===== src/rtl/tdm_demux4.sv =====
// Receive side of a 4:1 TDM link: aligns to the slot-0 frame marker and
// recovers four channels into registered parallel outputs.
//
// state  | meaning
// -------+-----------------------------------------------------------
// HUNT   | not aligned; waiting for a marker sample to start a frame
// LOCKED | aligned; slot counter tracks the incoming frame position
module tdm_demux4 #(
  parameter int unsigned WIDTH      = 1,
  parameter int unsigned MISS_LIMIT = 2
) (
  input  logic             clk_i,
  input  logic             rst_ni,
  input  logic             en_i,
  input  logic [WIDTH-1:0] din_i,
  input  logic             fsync_i,
  output logic [WIDTH-1:0] out_a_o,
  output logic [WIDTH-1:0] out_b_o,
  output logic [WIDTH-1:0] out_c_o,
  output logic [WIDTH-1:0] out_d_o,
  output logic             sel0_o,
  output logic             sel1_o,
  output logic             locked_o,
  output logic             frame_valid_o,
  output logic             sync_err_o
);

  typedef enum logic {
    HUNT   = 1'b0,
    LOCKED = 1'b1
  } state_e;

  state_e           state_q, state_d;
  logic [1:0]       slot_q, slot_d;
  logic [2:0]       miss_q, miss_d;
  logic [WIDTH-1:0] shadow0_q, shadow0_d;
  logic [WIDTH-1:0] shadow1_q, shadow1_d;
  logic [WIDTH-1:0] shadow2_q, shadow2_d;
  logic [WIDTH-1:0] out_a_q, out_a_d;
  logic [WIDTH-1:0] out_b_q, out_b_d;
  logic [WIDTH-1:0] out_c_q, out_c_d;
  logic [WIDTH-1:0] out_d_q, out_d_d;
  logic             fv_q, fv_d;
  logic             se_q, se_d;

  logic [3:0]       miss_inc;
  logic             miss_exhausted;

  assign miss_inc       = {1'b0, miss_q} + 4'd1;
  assign miss_exhausted = (miss_inc >= 4'(MISS_LIMIT));

  always_ff @(posedge clk_i or negedge rst_ni) begin
    if (!rst_ni) begin
      state_q   <= HUNT;
      slot_q    <= 2'd0;
      miss_q    <= 3'd0;
      shadow0_q <= '0;
      shadow1_q <= '0;
      shadow2_q <= '0;
      out_a_q   <= '0;
      out_b_q   <= '0;
      out_c_q   <= '0;
      out_d_q   <= '0;
      fv_q      <= 1'b0;
      se_q      <= 1'b0;
    end else begin
      state_q   <= state_d;
      slot_q    <= slot_d;
      miss_q    <= miss_d;
      shadow0_q <= shadow0_d;
      shadow1_q <= shadow1_d;
      shadow2_q <= shadow2_d;
      out_a_q   <= out_a_d;
      out_b_q   <= out_b_d;
      out_c_q   <= out_c_d;
      out_d_q   <= out_d_d;
      fv_q      <= fv_d;
      se_q      <= se_d;
    end
  end

  always_comb begin
    state_d   = state_q;
    slot_d    = slot_q;
    miss_d    = miss_q;
    shadow0_d = shadow0_q;
    shadow1_d = shadow1_q;
    shadow2_d = shadow2_q;
    out_a_d   = out_a_q;
    out_b_d   = out_b_q;
    out_c_d   = out_c_q;
    out_d_d   = out_d_q;
    fv_d      = 1'b0;
    se_d      = 1'b0;

    if (en_i) begin
      unique case (state_q)
        HUNT: begin
          if (fsync_i) begin
            shadow0_d = din_i;
            slot_d    = 2'd1;
            miss_d    = 3'd0;
            state_d   = LOCKED;
          end
        end

        LOCKED: begin
          if (fsync_i && (slot_q != 2'd0)) begin
            // Marker in the wrong slot: drop the partial frame, realign here.
            se_d      = 1'b1;
            shadow0_d = din_i;
            slot_d    = 2'd1;
            miss_d    = 3'd0;
          end else begin
            unique case (slot_q)
              2'd0: begin
                if (fsync_i) begin
                  shadow0_d = din_i;
                  slot_d    = 2'd1;
                  miss_d    = 3'd0;
                end else if (miss_exhausted) begin
                  state_d = HUNT;
                  slot_d  = 2'd0;
                  miss_d  = 3'd0;
                end else begin
                  miss_d    = miss_inc[2:0];
                  shadow0_d = din_i;
                  slot_d    = 2'd1;
                end
              end
              2'd1: begin
                shadow1_d = din_i;
                slot_d    = 2'd2;
              end
              2'd2: begin
                shadow2_d = din_i;
                slot_d    = 2'd3;
              end
              default: begin
                out_a_d = shadow0_q;
                out_b_d = shadow1_q;
                out_c_d = shadow2_q;
                out_d_d = din_i;
                fv_d    = 1'b1;
                slot_d  = 2'd0;
              end
            endcase
          end
        end

        default: begin
          state_d = HUNT;
          slot_d  = 2'd0;
        end
      endcase
    end
  end

  assign out_a_o       = out_a_q;
  assign out_b_o       = out_b_q;
  assign out_c_o       = out_c_q;
  assign out_d_o       = out_d_q;
  assign sel0_o        = slot_q[0];
  assign sel1_o        = slot_q[1];
  assign locked_o      = (state_q == LOCKED);
  assign frame_valid_o = fv_q;
  assign sync_err_o    = se_q;

endmodule


===== config.mk =====
export PLATFORM = sky130hd
export DESIGN_NAME = tdm_demux4
export DESIGN_NICKNAME = d
export VERILOG_FILES = /design/src/rtl/tdm_demux4.sv
export SDC_FILE = /design/constraint.sdc
export NUM_CORES = 1
export LEC_CHECK = 0
export CAP_MARGIN = 20
export CORE_ASPECT_RATIO = 0.8
export CORE_UTILIZATION = 40
export DETAILED_ROUTE_END_ITERATION = 8
export GPL_TIMING_DRIVEN = 0
export PLACE_DENSITY = 0.7
export SLEW_MARGIN = 20
export SYNTH_ARGS = -nofsm -noshare
export SYNTH_HDL_FRONTEND = slang
export SYNTH_SLANG_ARGS = --single-unit

===== constraint.sdc =====
create_clock -name clk_i -period 3.8 [get_ports clk_i]
set_input_delay 0.76 -clock clk_i [delete_from_list [all_inputs] [get_ports clk_i]]
set_output_delay 0.76 -clock clk_i [all_outputs]
set_load 0.05 [all_outputs]

==> results.yml <==
run_status:
  status: "finished clean"
cts:
  htree_levels: 1
  cts_tree: "built"
  cts_resized: 0
  cts_root_buffer: "clkbuf_4"
  insertion_delay_ns: 0.29
  clock_path_buffers: 2
  clk_pin_slew_ns: 0.09
  clock_sinks: 15
  cts_buffers: 3
  ctsHoldBuffers: 0
  cts_setup_buffers: 0
logic_synthesis:
  syn-num-nets: 75
  ys_async_sr_fraction_pct: 100
  ys_types: 21
  synth_area_leader_cell: "dfrtp_1"
  synthFlopType: "dfrtp_1"
  synthTopCellsByCount: "dfrtp_1, nand2_1, ha_1"
  synth_area_leaders: "dfrtp_1, ha_1, mux2_4"
  synth_edf_count: 0
  yosys_register_bits: 15
  ys_warn_count: 0
  syn_avg_cell_area_um2: 11.7
  synthCells: 64
  yosysMostFrequentCell: "dfrtp_1"
  synth_top_area_share_pct: 49.9
  seq_area_frac_synth_pct: 49.9
  syn_area_um2: 752
grt:
  track_usage_pct: 14.9
  grt_use_met1_pct: 18.7
  grt_pass1_wl_um: 2120
  grt.busiest_layer: "met2"
  antenna_found_initial: 0
  overflow: 0
  gr-usage-met2_pct: 23.3
  met3_usage_pct: 7.04
  grt_max_degree: 16
  grt_pass1_vias: 489
final_layout:
  stdcell_count: 103
  post-route-util_pct: 55.4
  fin_area_um2: 937
  drive_gt1_share_pct: 17.3
  num-nets-final: 93
  syn_to_final_growth_pct: 24.6
  antennaDiodeCount: 0
worst_setup_path:
  startpoint: "locked_o"
  crit_end: "locked_o"
  setup.worst_path.start_class: "flop"
  cp_slowest_cell: "clkdlybuf4s50_1"
  rr_startpoint: "slot_q[1]"
  critical_path.top_delay_family: "buffers and inverters"
  crit_fanout: 6
  arrival_ns: 1.62
  required_ns: 3.04
  crit_buf_inv: 1
  cp.depth: 1
  reg2reg_depth: 6
  cp-end-kind: "primary output"
  ff2ff_setup_slack_ns: 2.10
  r2r-end: "out_d_o"
  crit_path_max_incr_delay_ns: 0.85
  crit_type: "flop to primary output"
  worstPathCellList: "clkdlybuf4s50_1"
timing:
  finalMaxSlewViolations: 0
  maxSlewHeadroom_pct: 55.3
  rsz0062_at_grt: "false"
  tightest_slew_ns: 0.668
  hold_viol_final: 0
  finalSetupViolCount: 0
  post-route-period-util_pct: 62.6
  clock.fmax_ghz: 0.420
  skew_ns: 0.00326
  post-route-min-period_ns: 2.38
  final.setup.tns_ns: 0
flow_run:
  drv_cap: 0
pwr:
  powerDensity_mw_per_mm2: 814
  ir_drop_mv: 0.436
  power_uw: 763
  p_leak_nw: 0.445
placed_design:
  placed_cell_area_um2: 910
  io_buffers: 13
  dp_hpwl_um: 852
  place_inst: 99
  place.gp.congestion: 0.733
floorplan:
  initial_core_util_pct: 44.5
  core_area_mm2: 0.00169
  die_h_um: 40.8
  die_x_um: 50.5
  rows: 13
  io_pins: 14
  die_area_mm2: 0.00206
detailed_routing:
  via_per_inst: 4.73
  wl_per_cell_um: 11.6
  drt-total-wl_um: 1200
  ant_nets: 0
  dr.pass1.iters: 2
  drc: 0
  vias: 487
  drtIter0Drc: 5
hold_path:
  hold_class: "flop to flop"
[cell families after synthesis]
group / after synthesis / share of synthesized area, %
multiplexers: 7 / 12.5
AO/OA/AOI/OAI: 11 / 9.15
adder cells (fa/ha/maj): 6 / 9.98
flip-flops: 15 / 49.9
buffers and inverters: 4 / 2.00
AND/OR/NAND/NOR: 21 / 16.5
[metrics by stage]
stage,hold WS (ns),setup slack [ns]
after CTS,0.486,1.42
final,0.482,1.42
after detailed placement,0.467,1.54
after global placement,0.469,1.55
after global routing,0.508,1.39
after floorplan,0.445,1.89
[layout make-up]
class | instances | area, um2
clock buffers | 3 | 22.5
well taps | 22 | 27.5
inverters | 4 | 15.0
flip-flops and latches | 15 | 375
multi-input cells | 45 | 362
fillers | 153 | 754
clock inverters | 1 | 5.00
repair buffers | 13 | 130
[layer usage]
layer	vias to the layer above	routed length (um)	part of all wire [%]
met1	219	636	53
met5	-	0	0
met3	2	75	6.3
met4	0	9	0.75
li1	252	-	-
met2	14	474	40
[power by group]
group	switching [mW]	leakage, nW	total, mW	internal [mW]
clock	0.0544	0.0177	0.0936	0.0391
combinational	0.237	0.242	0.403	0.166
sequential	0.0459	0.186	0.267	0.221
[state kept, by name (all words and copies together), names as in the netlist]
register / count
out_a_o: 1
locked_o: 1
shadow0_q: 1
shadow2_q: 1
out_d_o: 1
frame_valid_o: 1
sync_err_o: 1
out_b_o: 1
slot_q: 2
miss_q: 3
out_c_o: 1
shadow1_q: 1
[worst min path at each step]
stage	startpoint	to	depth (start not counted)
2_1_floorplan	miss_q[2]	miss_q[2]	1
3_3_place_gp	miss_q[2]	miss_q[2]	1
3_5_place_dp	miss_q[2]	miss_q[2]	1
4_1_cts	miss_q[2]	miss_q[2]	1
5_1_grt	miss_q[2]	miss_q[2]	1
6_report	miss_q[2]	miss_q[2]	1
[placed cells by master (no fill, tap or decap)]
cell and n:
a22o_2 1, nand2_4 2, nor2b_4 1, mux2_4 4, ha_1 6, nand2b_2 1, o21ai_0 2, nor2_1 2
nand3_1 1, o21ai_1 3, clkbuf_4 3, clkinv_2 1, and2_1 1, clkdlybuf4s50_1 13, nand2b_1 1, o211ai_1 1
inv_1 4, nand2_1 11, a21oi_1 2, dfrtp_1 15, a21o_1 1, a32oi_1 1, mux2_1 3, nor3b_2 1
(Power assumes the default switching activity.)
